File: config.mk
export PLATFORM = sky130hd
export DESIGN_NAME = sram_port_arbiter
export DESIGN_NICKNAME = d
export VERILOG_FILES = /design/src/rtl/sram_port_arbiter_pkg.sv /design/src/rtl/sram_port_arbiter_starve_counter.sv /design/src/rtl/sram_port_arbiter.sv
export SDC_FILE = /design/constraint.sdc
export NUM_CORES = 1
export LEC_CHECK = 0
export CELL_PAD_IN_SITES_DETAIL_PLACEMENT = 0
export CELL_PAD_IN_SITES_GLOBAL_PLACEMENT = 1
export CORE_ASPECT_RATIO = 0.5
export CORE_MARGIN = 3
export CORE_UTILIZATION = 23
export DETAILED_ROUTE_END_ITERATION = 12
export HOLD_SLACK_MARGIN = 0.08
export PLACE_DENSITY = 0.84
export SETUP_SLACK_MARGIN = 0.2
export SLEW_MARGIN = 30
export SYNTH_ARGS = -nofsm -noshare
export SYNTH_HDL_FRONTEND = slang
export SYNTH_HIERARCHICAL = 1
export SYNTH_SLANG_ARGS = --single-unit
File: constraint.sdc
create_clock -name clk -period 5.4 [get_ports clk]
set_input_delay 1.08 -clock clk [delete_from_list [all_inputs] [get_ports clk]]
set_output_delay 1.08 -clock clk [all_outputs]
set_load 0.05 [all_outputs]
File: src/rtl/sram_port_arbiter_pkg.sv
// Shared widths, starvation limit and state encoding for the SRAM port arbiter.
package sram_port_arbiter_pkg;

  localparam int ARB_ADDR_W       = 32;
  localparam int ARB_DATA_W       = 32;
  localparam int ARB_RDATA_W      = 64;
  localparam int ARB_STARVE_LIMIT = 4;

  typedef enum logic [1:0] {
    ARB_IDLE  = 2'b00,
    ARB_GNT_D = 2'b01,
    ARB_GNT_I = 2'b10
  } arb_state_t;

endpackage

File: src/rtl/sram_port_arbiter_starve_counter.sv
// Saturating count of consecutive data grants taken while a fetch was waiting.
module arb_starve_counter #(
  parameter int STARVE_LIMIT = 4
) (
  input  logic clk,
  input  logic rst,
  input  logic i_inc,
  input  logic i_clr,
  output logic o_starve_hit
);

  localparam int CNT_W = $clog2(STARVE_LIMIT + 1);

  logic [CNT_W-1:0] r_cnt;

  always_ff @(posedge clk or negedge rst) begin
    if (!rst) begin
      r_cnt <= '0;
    end else if (i_clr) begin
      r_cnt <= '0;
    end else if (i_inc && (r_cnt != CNT_W'(STARVE_LIMIT))) begin
      r_cnt <= r_cnt + 1'b1;
    end
  end

  assign o_starve_hit = (r_cnt == CNT_W'(STARVE_LIMIT));

endmodule

File: src/rtl/sram_port_arbiter.sv
// Two-requester arbiter for the single SRAM controller port: data side has
// priority, fetch is guaranteed a grant after STARVE_LIMIT back-to-back data grants.
module sram_port_arbiter
  import sram_port_arbiter_pkg::*;
#(
  parameter int ADDR_W       = ARB_ADDR_W,
  parameter int DATA_W       = ARB_DATA_W,
  parameter int RDATA_W      = ARB_RDATA_W,
  parameter int STARVE_LIMIT = ARB_STARVE_LIMIT
) (
  input  logic               clk,
  input  logic               rst,
  input  logic               d_req,
  input  logic               d_we,
  input  logic [ADDR_W-1:0]  d_addr,
  input  logic [DATA_W-1:0]  d_wdata,
  output logic               d_ready,
  output logic [RDATA_W-1:0] d_rdata,
  input  logic               i_req,
  input  logic [ADDR_W-1:0]  i_addr,
  output logic               i_ready,
  output logic [RDATA_W-1:0] i_rdata,
  output logic [ADDR_W-1:0]  sram_address,
  output logic [DATA_W-1:0]  sram_write_data,
  output logic               sram_write_en,
  output logic               sram_read_en,
  input  logic [RDATA_W-1:0] sram_read_data,
  input  logic               sram_ready
);

  arb_state_t        r_state;
  arb_state_t        w_next;
  logic              r_we;
  logic [ADDR_W-1:0] r_addr;
  logic [DATA_W-1:0] r_wdata;
  logic              w_starve_hit;
  logic              w_inc;
  logic              w_clr;
  logic              w_busy;

  arb_starve_counter #(
    .STARVE_LIMIT (STARVE_LIMIT)
  ) u_starve (
    .clk          (clk),
    .rst          (rst),
    .i_inc        (w_inc),
    .i_clr        (w_clr),
    .o_starve_hit (w_starve_hit)
  );

  always_ff @(posedge clk or negedge rst) begin
    if (!rst) begin
      r_state <= ARB_IDLE;
    end else begin
      r_state <= w_next;
    end
  end

  // Arbitration only happens in IDLE; a grant is held until the controller completes.
  always_comb begin
    w_next = r_state;
    w_inc  = 1'b0;
    w_clr  = 1'b0;
    unique case (r_state)
      ARB_IDLE: begin
        if (d_req && i_req && w_starve_hit) begin
          w_next = ARB_GNT_I;
        end else if (d_req) begin
          w_next = ARB_GNT_D;
        end else if (i_req) begin
          w_next = ARB_GNT_I;
        end
        w_inc = (w_next == ARB_GNT_D) && i_req;
        w_clr = (w_next == ARB_GNT_I) || !i_req;
      end
      ARB_GNT_D, ARB_GNT_I: begin
        if (sram_ready) begin
          w_next = ARB_IDLE;
        end
      end
      default: begin
        w_next = ARB_IDLE;
      end
    endcase
  end

  always_ff @(posedge clk or negedge rst) begin
    if (!rst) begin
      r_we    <= 1'b0;
      r_addr  <= '0;
      r_wdata <= '0;
    end else if (r_state == ARB_IDLE && w_next == ARB_GNT_D) begin
      r_we    <= d_we;
      r_addr  <= d_addr;
      r_wdata <= d_wdata;
    end else if (r_state == ARB_IDLE && w_next == ARB_GNT_I) begin
      r_we    <= 1'b0;
      r_addr  <= i_addr;
      r_wdata <= '0;
    end
  end

  assign w_busy          = (r_state != ARB_IDLE);
  assign sram_read_en    = w_busy & ~r_we;
  assign sram_write_en   = w_busy & r_we;
  assign sram_address    = r_addr;
  assign sram_write_data = r_wdata;

  // Completion and read data are steered only to the requester that owns the grant.
  assign d_ready = (r_state == ARB_GNT_D) & sram_ready;
  assign i_ready = (r_state == ARB_GNT_I) & sram_ready;
  assign d_rdata = d_ready ? sram_read_data : '0;
  assign i_rdata = i_ready ? sram_read_data : '0;

endmodule

; ---- Word level (Yosys, flattened, before mapping)
; Index checks and enable logic that the tools add are counted.
[totals]
input_bits = 166
reg_bits = 70
elab_cells = 50
[op_classes]
eq_ne = 8
reduce_logical = 13
bitwise = 5
add_sub_neg = 1
n_mux = 18
[ops]
columns = operator, count
row1 = 32-bit 2-to-1 mux, 4
row2 = 64-bit 2-to-1 mux, 2
row3 = 2-bit 2-to-1 mux, 5
row4 = "2-bit by 1-bit equality test with 1-bit output, second input constant", 3
row5 = "2-bit equality test, second input constant", 3
row6 = 1-bit logical AND, 6
row7 = 3-bit 2-to-1 mux, 2
row8 = 2-bit nonzero test, 3
row9 = 1-bit bitwise AND, 4
row10 = 1-bit 2-to-1 mux, 4
row11 = 2-bit one-hot mux with 2 select lines, 1
row12 = "3-bit by 1-bit adder with 3-bit output, second input constant", 1
row13 = "3-bit equality test, second input constant", 1
row14 = "3-bit != test, second input constant", 1
row15 = 2-bit logical NOT, 1
row16 = 2-bit OR reduction, 1
row17 = 1-bit logical NOT, 1
row18 = 1-bit logical OR, 1
row19 = 1-bit inverter, 1

; ---- Depth between registers and ports, before layout
; Gate-level depths: netlist of run 1.
[depth]
depth_word = 10
depth_mapped = 10
mapped_depth_nobuf = 8

; ---- By module
; The synthesis of run 1 kept the hierarchy.
[modules_own_cells]
columns = module, area_each_um2, cells_per_inst, n_inst
row1 = sram_port_arbiter, 3816.2, 407, 1
row2 = arb_starve_counter, 192.7, 18, 1

; ---- Least setup slack after synthesis of run 1
; OpenSTA, ideal clock, no wires.
[synth_path]
kind = input -> output
startpoint = input sram_ready
endpoint = output d_rdata[29]
stages = 3
path_buffers = 2
path_slack_ns = 2.302
t_arrival_ns = 2.018
cell_sequence = clkbuf_1 > clkbuf_1 > and3_1
[synth_between]
elab_chain_cells = 2
[synth_lines]
columns = element, line_no
row1 = from (decl), sram_port_arbiter.sv:28  ; input logic sram_ready
row2 = 1-bit bitwise AND, sram_port_arbiter.sv:110  ; assign d_ready = (r_state == ARB_GNT_D) & sram_ready;
row3 = 64-bit 2-to-1 mux, sram_port_arbiter.sv:112  ; assign d_rdata = d_ready ? sram_read_data : '0;
row4 = to (decl), sram_port_arbiter.sv:18  ; output logic [RDATA_W-1:0] d_rdata,
; No other way between the ends.

; ---- Final worst setup path of run 1
[layout_path]
startpoint = input sram_ready
endpoint = output d_rdata[47]
; Same word-level chain as after synthesis.

==> reports/qor.txt, run 1 <==
Relative slew slack -> 43.4%
Sum Neg Setup Slack -> 0 ns
CTS Buf Count -> 9
Unrepaired setup endpoints after global routing -> no
Xor/xnor share of the synthesized area -> 0%
Synth unique cells -> 28
CP endpoint kind -> output port
Fmax -> 246 MHz
Full die area -> 19100 um2
Placeable core area -> 16700 um2
Worst path bufs/invs -> 3
Synth warn -> 6
Antenna cells -> 0
TritonCTS clock tree -> built
Routability Congestion -> 0.796
Status -> complete, no violations
Req. time, crit path -> 4.32 ns
# Max-Cap Violations -> 0
DR DRC count -> 0
CTS sink cnt -> 70
Syn_area_per_cell -> 9.43 um2
Number of DRC markers in iteration 0 -> 168
Final Cycle Share -> 75.2%
Synth Instances -> 425
FP Rows -> 33
Pwr/cell area -> 581 nW/um2
Critical path cell sequence -> buf_2, buf_12, and3_1, clkdlybuf4s50_1
GRT busiest layer -> met2
M2 GR Usage -> 30.5%
Seq/Total Area, Yosys -> 43.7%
Synth Cell Area -> 4010 um2
H-tree Lvls -> 3
CTS Hold Bufs -> 0
Leakage -> 3.62 nW
CP arrival -> 2.98 ns
Hold_ws -> 0.495 ns
DR pass1 iterations -> 4
Layout area overhead -> 102%
Clock Path Buffers -> 2
# port buffers -> 361
Post-layout minimum cycle time -> 4.06 ns
Hold Crit Class -> flip-flop to flip-flop
GRT overflow -> 0
R2R cell count -> 8
Area share of fa/ha/maj cells after synthesis -> 1.87%
DRT antenna net count -> 0
Io pins -> 362
Vias per inst -> 4.55
Synth Area in Compound Gates -> 13.8%
GRT Total Usage -> 16.4%
Main combinational cell family by area after synthesis -> simple AND/OR/NAND/NOR gates
Most frequent cells in the layout -> clkdlybuf4s50_1, and3_1, dfrtp_1
Post-CTS Setup Repair Bufs -> 0
Top Family by Delay on Critical Path -> buffers and inverters
Width of the die -> 193 um
Nets@finish -> 932
M1 GR Usage -> 18.8%
VDD IR max -> 0.000333 V
Root Driver -> clkbuf_16
Most common cell after layout, fill and taps aside -> clkdlybuf4s50_1
Global-route wire length before repair -> 25300 um
Multiplexer area fraction after synthesis -> 8.61%
Count of final hold-check violations -> 0
Worst path max stage delay -> 0.83 ns
Dpl hpwl -> 12800 um
FF+latch count, synth -> 70
Number of global-route vias before repair -> 4533
Fraction of layout instances using a drive strength above 1 -> 4.18%
CTS clock-pin slew for the worst setup and hold paths -> 0.06 ns
DR WL/cell -> 17.0 um
Largest net degree at the start of global routing -> 81
Initial Util -> 24.0%
Via count -> 4516
Cell count along the critical path -> 4
CP Class -> input port to output port
Final Max Slew Viols -> 0
Post-Route WL -> 16900 um
Worst Hold Depth -> 1
GR Util met3 -> 4.58%
Crit Path Max Fanout -> 80
Post-synthesis net count -> 597
Initial antenna violation count -> 0
Startpoint Class -> input port
Die height -> 99.4 um
Synth Area in Simple Gates -> 26.7%
Clk_skew -> 0.00950 ns
Final setup viols -> 0
Clock Latency Late Sink -> 0.33 ns
Slowest-stage cell, CP -> clkdlybuf4s50_1
Post_cts resized -> 0
Worst slew pin tran -> 0.850 ns
## stage by stage
stage / util (%) / area (um2) / setup WS (ns) / total power, mW / std cells
6_report: 48.4 / 8090 / 1.34 / 4.70 / 992
5_1_grt: 48.4 / 8090 / 1.20 / 4.94 / 992
4_1_cts: 48.4 / 8090 / 1.33 / 4.75 / 992
3_5_place_dp: 46.6 / 7790 / 1.33 / 4.12 / 976
3_3_place_gp: 46.6 / 7790 / 1.36 / 4.09 / 976
2_1_floorplan: - / 4010 / 2.30 / 3.04 / 425
## synth_stat cells
| library cell | count | share of area, % |
|---|---|---|
| and3_1 | 129 | 20 |
| dfrtp_1 | 70 | 44 |
| a21oi_1 | 36 | 4.5 |
| nor2_1 | 35 | 3.3 |
| a22o_1 | 33 | 7.2 |
| clkbuf_1 | 33 | 3.1 |
| mux2i_1 | 33 | 8.2 |
| buf_2 | 7 | 0.87 |
| nor2b_1 | 7 | 1.1 |
| ha_1 | 6 | 1.9 |
| inv_1 | 5 | 0.47 |
| nand2b_1 | 5 | 0.78 |
| nand2_1 | 4 | 0.37 |
| and2_1 | 3 | 0.47 |
| buf_1 | 2 | 0.19 |
| buf_4 | 2 | 0.37 |
| nand3_1 | 2 | 0.25 |
| o21ai_0 | 2 | 0.25 |
| o21ai_1 | 2 | 0.25 |
| a211oi_4 | 1 | 0.50 |
| a21boi_0 | 1 | 0.19 |
| a21boi_2 | 1 | 0.28 |
| a221o_1 | 1 | 0.25 |
| a221oi_2 | 1 | 0.37 |
| and4b_1 | 1 | 0.25 |
| buf_6 | 1 | 0.28 |
| mux2_4 | 1 | 0.37 |
| nor3_1 | 1 | 0.12 |
## flip-flops by register name (all words and copies together), names as in the netlist
name	count
u_starve/r_cnt	3
r_we	1
sram_write_data	32
sram_address	32
r_state	2
## area by class of cell
cell class              instances  area (um2)
fillers                      1598        8630
clock buffers                   9         225
multi-input cells             305        2060
well taps                     227         284
inverters                       5        18.8
repair buffers                369        3680
flip-flops and latches         70        1750
clock inverters                 7        75.1
## cells by family (layout without fill, tap and decap cells)
group                    Yosys count  count (layout)
multiplexers                      34              34
buffers and inverters             50             390
AO/OA/AOI/OAI                     78              78
AND/OR/NAND/NOR                  187             187
adder cells (fa/ha/maj)            6               6
flip-flops                        70              70
## final timing paths
check                                     from                   to  slack [ns]
max                                 sram_ready          d_rdata[47]        1.34
min                        sram_write_data[16]  sram_write_data[16]        0.50
max reg2reg                         r_state[1]     sram_address[31]        2.63
min reg2reg                sram_write_data[16]  sram_write_data[16]        0.50
max in group asynchronous                  rst     sram_address[23]        3.57
min in group asynchronous                  rst     sram_address[12]        0.86
## routing by layer
layer,wire length [um],up-vias,share of wire (%)
met3,1320,22,7.8
met2,8640,175,51
li1,-,2199,-
met5,0,-,0
met1,6580,2120,39
met4,313,0,1.9
## where the power goes
group          switching (mW)  internal [mW]  total [mW]
registers               0.142          0.775       0.918
clock network           0.237          0.358       0.595
logic                    2.08           1.11        3.19
total                    2.46           2.24        4.70
(Power assumes the default switching activity.)
==> run 2, diff against run 1 <==
--- a/config.mk
+++ b/config.mk
@@ -9,10 +9,10 @@
 export CELL_PAD_IN_SITES_GLOBAL_PLACEMENT = 1
 export CORE_ASPECT_RATIO = 0.5
 export CORE_MARGIN = 3
-export CORE_UTILIZATION = 23
+export CORE_UTILIZATION = 19
 export DETAILED_ROUTE_END_ITERATION = 12
 export HOLD_SLACK_MARGIN = 0.08
-export PLACE_DENSITY = 0.84
+export PLACE_DENSITY = 0.74
 export SETUP_SLACK_MARGIN = 0.2
 export SLEW_MARGIN = 30
 export SYNTH_ARGS = -nofsm -noshare
==> constraint.sdc (replaced) <==
create_clock -name clk -period 3.3 [get_ports clk]
set_input_delay 0.66 -clock clk [delete_from_list [all_inputs] [get_ports clk]]
set_output_delay 0.66 -clock clk [all_outputs]
set_load 0.05 [all_outputs]
==> run 2 against run 1 <==
Hold slack got worse by 0.11 ns. Sequential share of layout area decreased by 3.3 points. Sequential power rose by 63%.
==> reports/qor.txt, run 2 (synthesized netlist as in run 1, its figures left out) <==
Status -> complete, no violations (unchanged)
DR WL/cell -> 17.9 um (was 17.0 um)
Root Driver -> clkbuf_16 (unchanged)
Global-route wire length before repair -> 27700 um (was 25300 um)
Clock Path Buffers -> 2 (unchanged)
Setup slack, reg-to-reg -> 0.78 ns (was 2.63 ns)
Unrepaired setup endpoints after global routing -> no (unchanged)
DP Cell Count -> 1018 (was 976)
Post_cts resized -> 0 (unchanged)
CP endpoint kind -> output port (unchanged)
CTS Buf Count -> 9 (unchanged)
Req. time, crit path -> 2.64 ns (was 4.32 ns)
Post-Route WL -> 18500 um (was 16900 um)
Clk_skew -> 0.0104 ns (was 0.00950 ns)
Number of global-route vias before repair -> 4501 (was 4533)
VDD IR max -> 0.000418 V (was 0.000333 V)
DR DRC count -> 0 (unchanged)
# Max-Cap Violations -> 0 (unchanged)
FP Rows -> 36 (was 33)
Post-layout minimum cycle time -> 2.89 ns
Final setup viols -> 0 (unchanged)
Leakage -> 4.31 nW (was 3.62 nW)
Via count -> 4531 (was 4516)
Post-Layout Cell Count -> 1034 (was 992)
Dpl hpwl -> 14400 um (was 12800 um)
Layout area overhead -> 138% (was 102%)
DR pass1 iterations -> 4 (unchanged)
Vias per inst -> 4.38 (was 4.55)
# port buffers -> 361 (unchanged)
Fmax -> 347 MHz
Final Max Slew Viols -> 0 (unchanged)
Initial antenna violation count -> 0 (unchanged)
Hold Crit Class -> input port to asynchronous set/reset pin (was flip-flop to flip-flop)
CP arrival -> 2.23 ns (was 2.98 ns)
Count of final hold-check violations -> 0 (unchanged)
Largest net degree at the start of global routing -> 121 (was 81)
Startpoint Class -> flip-flop (was input port)
CTS sink cnt -> 70 (unchanged)
Worst slew pin tran -> 0.707 ns (was 0.850 ns)
Clock Latency Late Sink -> 0.33 ns (about the same)
CTS Hold Bufs -> 0 (unchanged)
Most frequent cells in the layout -> clkdlybuf4s50_1, buf_12, and3_1 (was clkdlybuf4s50_1, and3_1, dfrtp_1)
Die height -> 109 um (was 99.4 um)
TritonCTS clock tree -> built (unchanged)
Crit Path Max Fanout -> 11 (was 80)
Full die area -> 23000 um2 (was 19100 um2)
Io pins -> 362 (unchanged)
GRT overflow -> 0 (unchanged)
GRT Total Usage -> 15.4% (was 16.4%)
Fraction of layout instances using a drive strength above 1 -> 21.4% (was 4.18%)
Number of DRC markers in iteration 0 -> 277 (was 168)
Sum Neg Setup Slack -> 0 ns (unchanged)
Placeable core area -> 20100 um2 (was 16700 um2)
Fillers -> 1792 (was 1598)
Antenna cells -> 0 (unchanged)
Routability Congestion -> 0.802 (was 0.796)
Width of the die -> 211 um (was 193 um)
Final Cycle Share -> 87.5%
Relative slew slack -> 52.9% (was 43.4%)
Nets@finish -> 935 (was 932)
Pwr/cell area -> 896 nW/um2 (was 581 nW/um2)
Initial Util -> 20.0% (was 24.0%)
CTS clock-pin slew for the worst setup and hold paths -> 0.06 ns (about the same)
H-tree Lvls -> 3 (unchanged)
DRT antenna net count -> 0 (unchanged)
Post-CTS Setup Repair Bufs -> 0 (unchanged)
CP Class -> flip-flop to output port (was input port to output port)
Most common cell after layout, fill and taps aside -> clkdlybuf4s50_1 (unchanged)
-- run 2: cell count changes in the layout (fill, tap and decap cells not counted) --
cell / before / now
clkinv_4: 2 / 0
inv_6: 0 / 1
clkinv_2: 1 / 0
clkbuf_8: 0 / 1
clkbuf_1: 0 / 1
bufinv_16: 1 / 4
clkdlybuf4s50_1: 359 / 229
clkinvlp_4: 3 / 0
buf_12: 1 / 133
buf_4: 7 / 8
-- run 2: layer usage --
layer | part of all wire (%) | up-vias | global-route usage [%]
met5 | 0 | - | 0
met3 | 4.3 | 16 | 2.70
met1 | 39 | 2162 | 17.5
met4 | 1.3 | 0 | 3.63
met2 | 56 | 147 | 30.2
li1 | - | 2206 | -
-- run 2: final cells by class --
class                   count  area (um2)  area share (%)
clock buffers              11         243            2.54
flip-flops and latches     70        1750            18.3
repair buffers            372        5020            52.6
multi-input cells         305        2060            21.6
well taps                 266         333            3.48
clock inverters             5         129            1.35
inverters                   5        18.8           0.196
-- run 2: path summary, 6_finish.rpt --
check | from | endpoint | cells past startpoint
worst max-delay path | r_state[1] | sram_write_en | 4
worst min register to register | sram_write_data[17] | sram_write_data[17] | 1
min in group clk | sram_write_data[17] | sram_write_data[17] | 1
worst max register to register | r_state[1] | sram_address[12] | 8
worst min-delay path | rst | sram_address[20] | 1
max in group asynchronous | rst | sram_write_data[22] | 2
-- run 2: worst max-delay path, cell delays in order (launching register included) --
cell and delay [ns]:
dfrtp_1 0.49, inv_1 0.11, ha_1 0.31, nor2b_1 0.14
clkdlybuf4s50_1 0.84
-- run 2: where the power goes --
part	leakage [nW]	switching, mW	internal (mW)
Combinational	3.29	3.56	2.30
Clock	0.180	0.364	0.838
Sequential	0.839	0.235	1.27
-- run 2: through the flow --
stage | instance area (um2) | hold WS, ns | util, % | power [mW] | worst slack [ns]
after floorplan | 4010 | 0.364 | - | 4.98 | 1.04
after global placement | 9190 | 0.484 | 45.7 | 7.35 | 0.733
after detailed placement | 9190 | 0.480 | 45.7 | 7.40 | 0.684
after CTS | 9560 | 0.401 | 47.6 | 8.65 | 0.409
after global routing | 9560 | 0.425 | 47.6 | 8.98 | 0.323
final | 9560 | 0.381 | 47.6 | 8.57 | 0.414
==> run 3, diff against run 2 <==
--- a/config.mk
+++ b/config.mk
@@ -14,6 +14,7 @@
 export HOLD_SLACK_MARGIN = 0.08
 export PLACE_DENSITY = 0.74
 export SETUP_SLACK_MARGIN = 0.2
+export SKIP_LAST_GASP = 1
 export SLEW_MARGIN = 30
 export SYNTH_ARGS = -nofsm -noshare
 export SYNTH_HDL_FRONTEND = slang
==> results of run 3 <==
Final layout, timing and power as in run 2 (identical DEF).
==> variant, RTL diff (config.mk and constraints of run 2) <==
`ARB_ADDR_W`: 32 -> 28.
--- a/src/rtl/sram_port_arbiter_pkg.sv
+++ b/src/rtl/sram_port_arbiter_pkg.sv
@@ -3,3 +3,3 @@
 
-  localparam int ARB_ADDR_W       = 32;
+  localparam int ARB_ADDR_W       = 28;
   localparam int ARB_DATA_W       = 32;
Ports: changed (resized d_addr, i_addr and sram_address); port bits go from 362 to 350. No check against the original RTL was run, so the function may have changed too.
==> variant against run 2 <==
Critical path depth is the same. Synthesized area shrank 3.9%. Core utilization decreased by 1.1 points. Combinational power down 4.1%. Worst setup slack worse by 0.044 ns. Total power down 7.5%. Sequential cell count down 4. Design area shrank 4.3%. Wire length rose by 2.8%. Count of clock-buffer cells in the layout is 1 lower. Via count is 1.7% lower.
==> variant: results <==
status:
  status: "finished clean"
synthesis:
  async_flop_share: 1.00
  syn_nets: 572
  synthDistinctLibCells: 28
  ys_seq_area_frac: 0.429
  ys_warn_count: 6
  synthTopCellsByArea: "dfrtp_1 43%, and3_1 21%, mux2i_1 7.5%"
  synthFlopType: "dfrtp_1"
  synth_commonest_cells: "129 x and3_1, 66 x dfrtp_1, 33 x a22o_1, 33 x clkbuf_1, 32 x a21oi_1"
cts:
  cts_root_buf: "clkbuf_16"
  cts_setup_buffers: 0
  cts_max_level: 3
  post_cts_resize_count: 0
  cts_buffer_depth: 2
  cts_buffers: 9
  worstSkewPairLatency_ns: 0.32
  cts.clk_slew.worst_paths_ns: 0.05
power:
  switching_share: 0.501
  p_leak_nw: 4.13
  ir_worst_vdd_uv: 303
cells_and_area:
  num_antenna_cells: 0
  nets: 896
  nFillCells: 1797
  largest_reg_flops: 32
  layout-drive-gt1-share: 0.218
worst_setup_path:
  rrSetupSlack_ns: 0.86
  setup.worst_path.start_class: "register"
  crit_fanout: 11
  cp.arrival_ns: 2.27
grt:
  antenna_found_initial: 0
  grt_max_degree: 131
  grtUsageTotal: 0.164
  grt_pass1_vias: 4517
  grt_pass1_wl_um: 28400
drt:
  wl_per_cell_um: 19.0
  drt_iter0_drc: 385
  drtPass1Iterations: 4
  viasPerCell: 4.45
worst_hold_path:
  hold_class: "in -> async"
sta:
  slew_headroom: 0.600
  setup_ws_ns: 0.370
  clock-skew-final_ns: 0.00526
  hold_viol_final: 0
placement:
  place_area_sq_um: 8860
  routabilityCongestion: 0.910
  io_buffers: 349
  dp_slack_ns: 0.550
  dpl.hpwl_um: 15000
## variant: cell types whose count changed in the layout (fill, tap and decap cells not counted), moves of 2 or more
cell and delta:
buf_4 -2, mux2i_1 -4, a21oi_1 -4, bufinv_16 -3, dfrtp_1 -4, nor2_1 -4
clkinv_2 +3, clkdlybuf4s50_1 -12
## variant: cell families (layout without fill, tap and decap cells)
group / Yosys count / in the layout / synth area share
simple gates: 183 / 183 / 0.275
compound gates: 74 / 74 / 0.139
flops: 66 / 66 / 0.429
buf+inv: 49 / 376 / 0.0581
mux: 30 / 30 / 0.0792
fa+ha+maj: 6 / 6 / 0.0195
## variant: area by class of cell
cell class / count / share of cell area
Timing Repair Buffer: 357 / 0.532
Multi-Input combinational cell: 293 / 0.218
Sequential cell: 66 / 0.181
Tap cell: 266 / 0.0364
Clock buffer: 10 / 0.0250
Clock inverter: 4 / 0.00493
Inverter: 5 / 0.00205
## variant: worst max-delay path: stages, from the launching register on
cell and delay (ns):
dfrtp_1 0.50, inv_1 0.10, ha_1 0.33, nor2b_1 0.17
clkdlybuf4s50_1 0.84
## variant: final timing paths
path / from / to / cells after the start
worst max-delay path: r_state[1]$_DFF_PN0_ / sram_write_en / 4
worst min-delay path: rst / sram_address[22]$_DFFE_PN0P_ / 1
worst max register to register: r_state[1]$_DFF_PN0_ / sram_write_data[18]$_DFFE_PN0P_ / 9
worst min register to register: sram_write_data[4]$_DFFE_PN0P_ / sram_write_data[4]$_DFFE_PN0P_ / 1
max in group asynchronous: rst / sram_write_data[23]$_DFFE_PN0P_ / 2
min in group clk: sram_write_data[4]$_DFFE_PN0P_ / sram_write_data[4]$_DFFE_PN0P_ / 1
## variant: per-stage QoR
stage	utilization	cells	hold WS, ns
floorplan	-	408	0.364
detailed placement	0.450	987	0.480
finish	0.465	1001	0.303
CTS	0.464	1001	0.318
global route	0.465	1001	0.341
global placement	0.450	987	0.483
## variant: power by group through the flow
stage	registers, mW	clock network [mW]	logic, mW
2_1_floorplan	2.59	0	2.17
3_3_place_gp	1.41	0	5.59
3_5_place_dp	1.42	0	5.63
4_1_cts	1.41	0.937	5.65
5_1_grt	1.47	0.972	5.87
6_report	1.42	0.899	5.62
## variant: layer usage
metal / global-route usage / part of all wire / vias to the layer above
li1: - / - / 2113
met1: 0.208 / 0.43 / 2181
met2: 0.291 / 0.52 / 143
met3: 0.0324 / 0.045 / 16
met4: 0.0343 / 0.012 / 0
met5: 0 / 0 / -
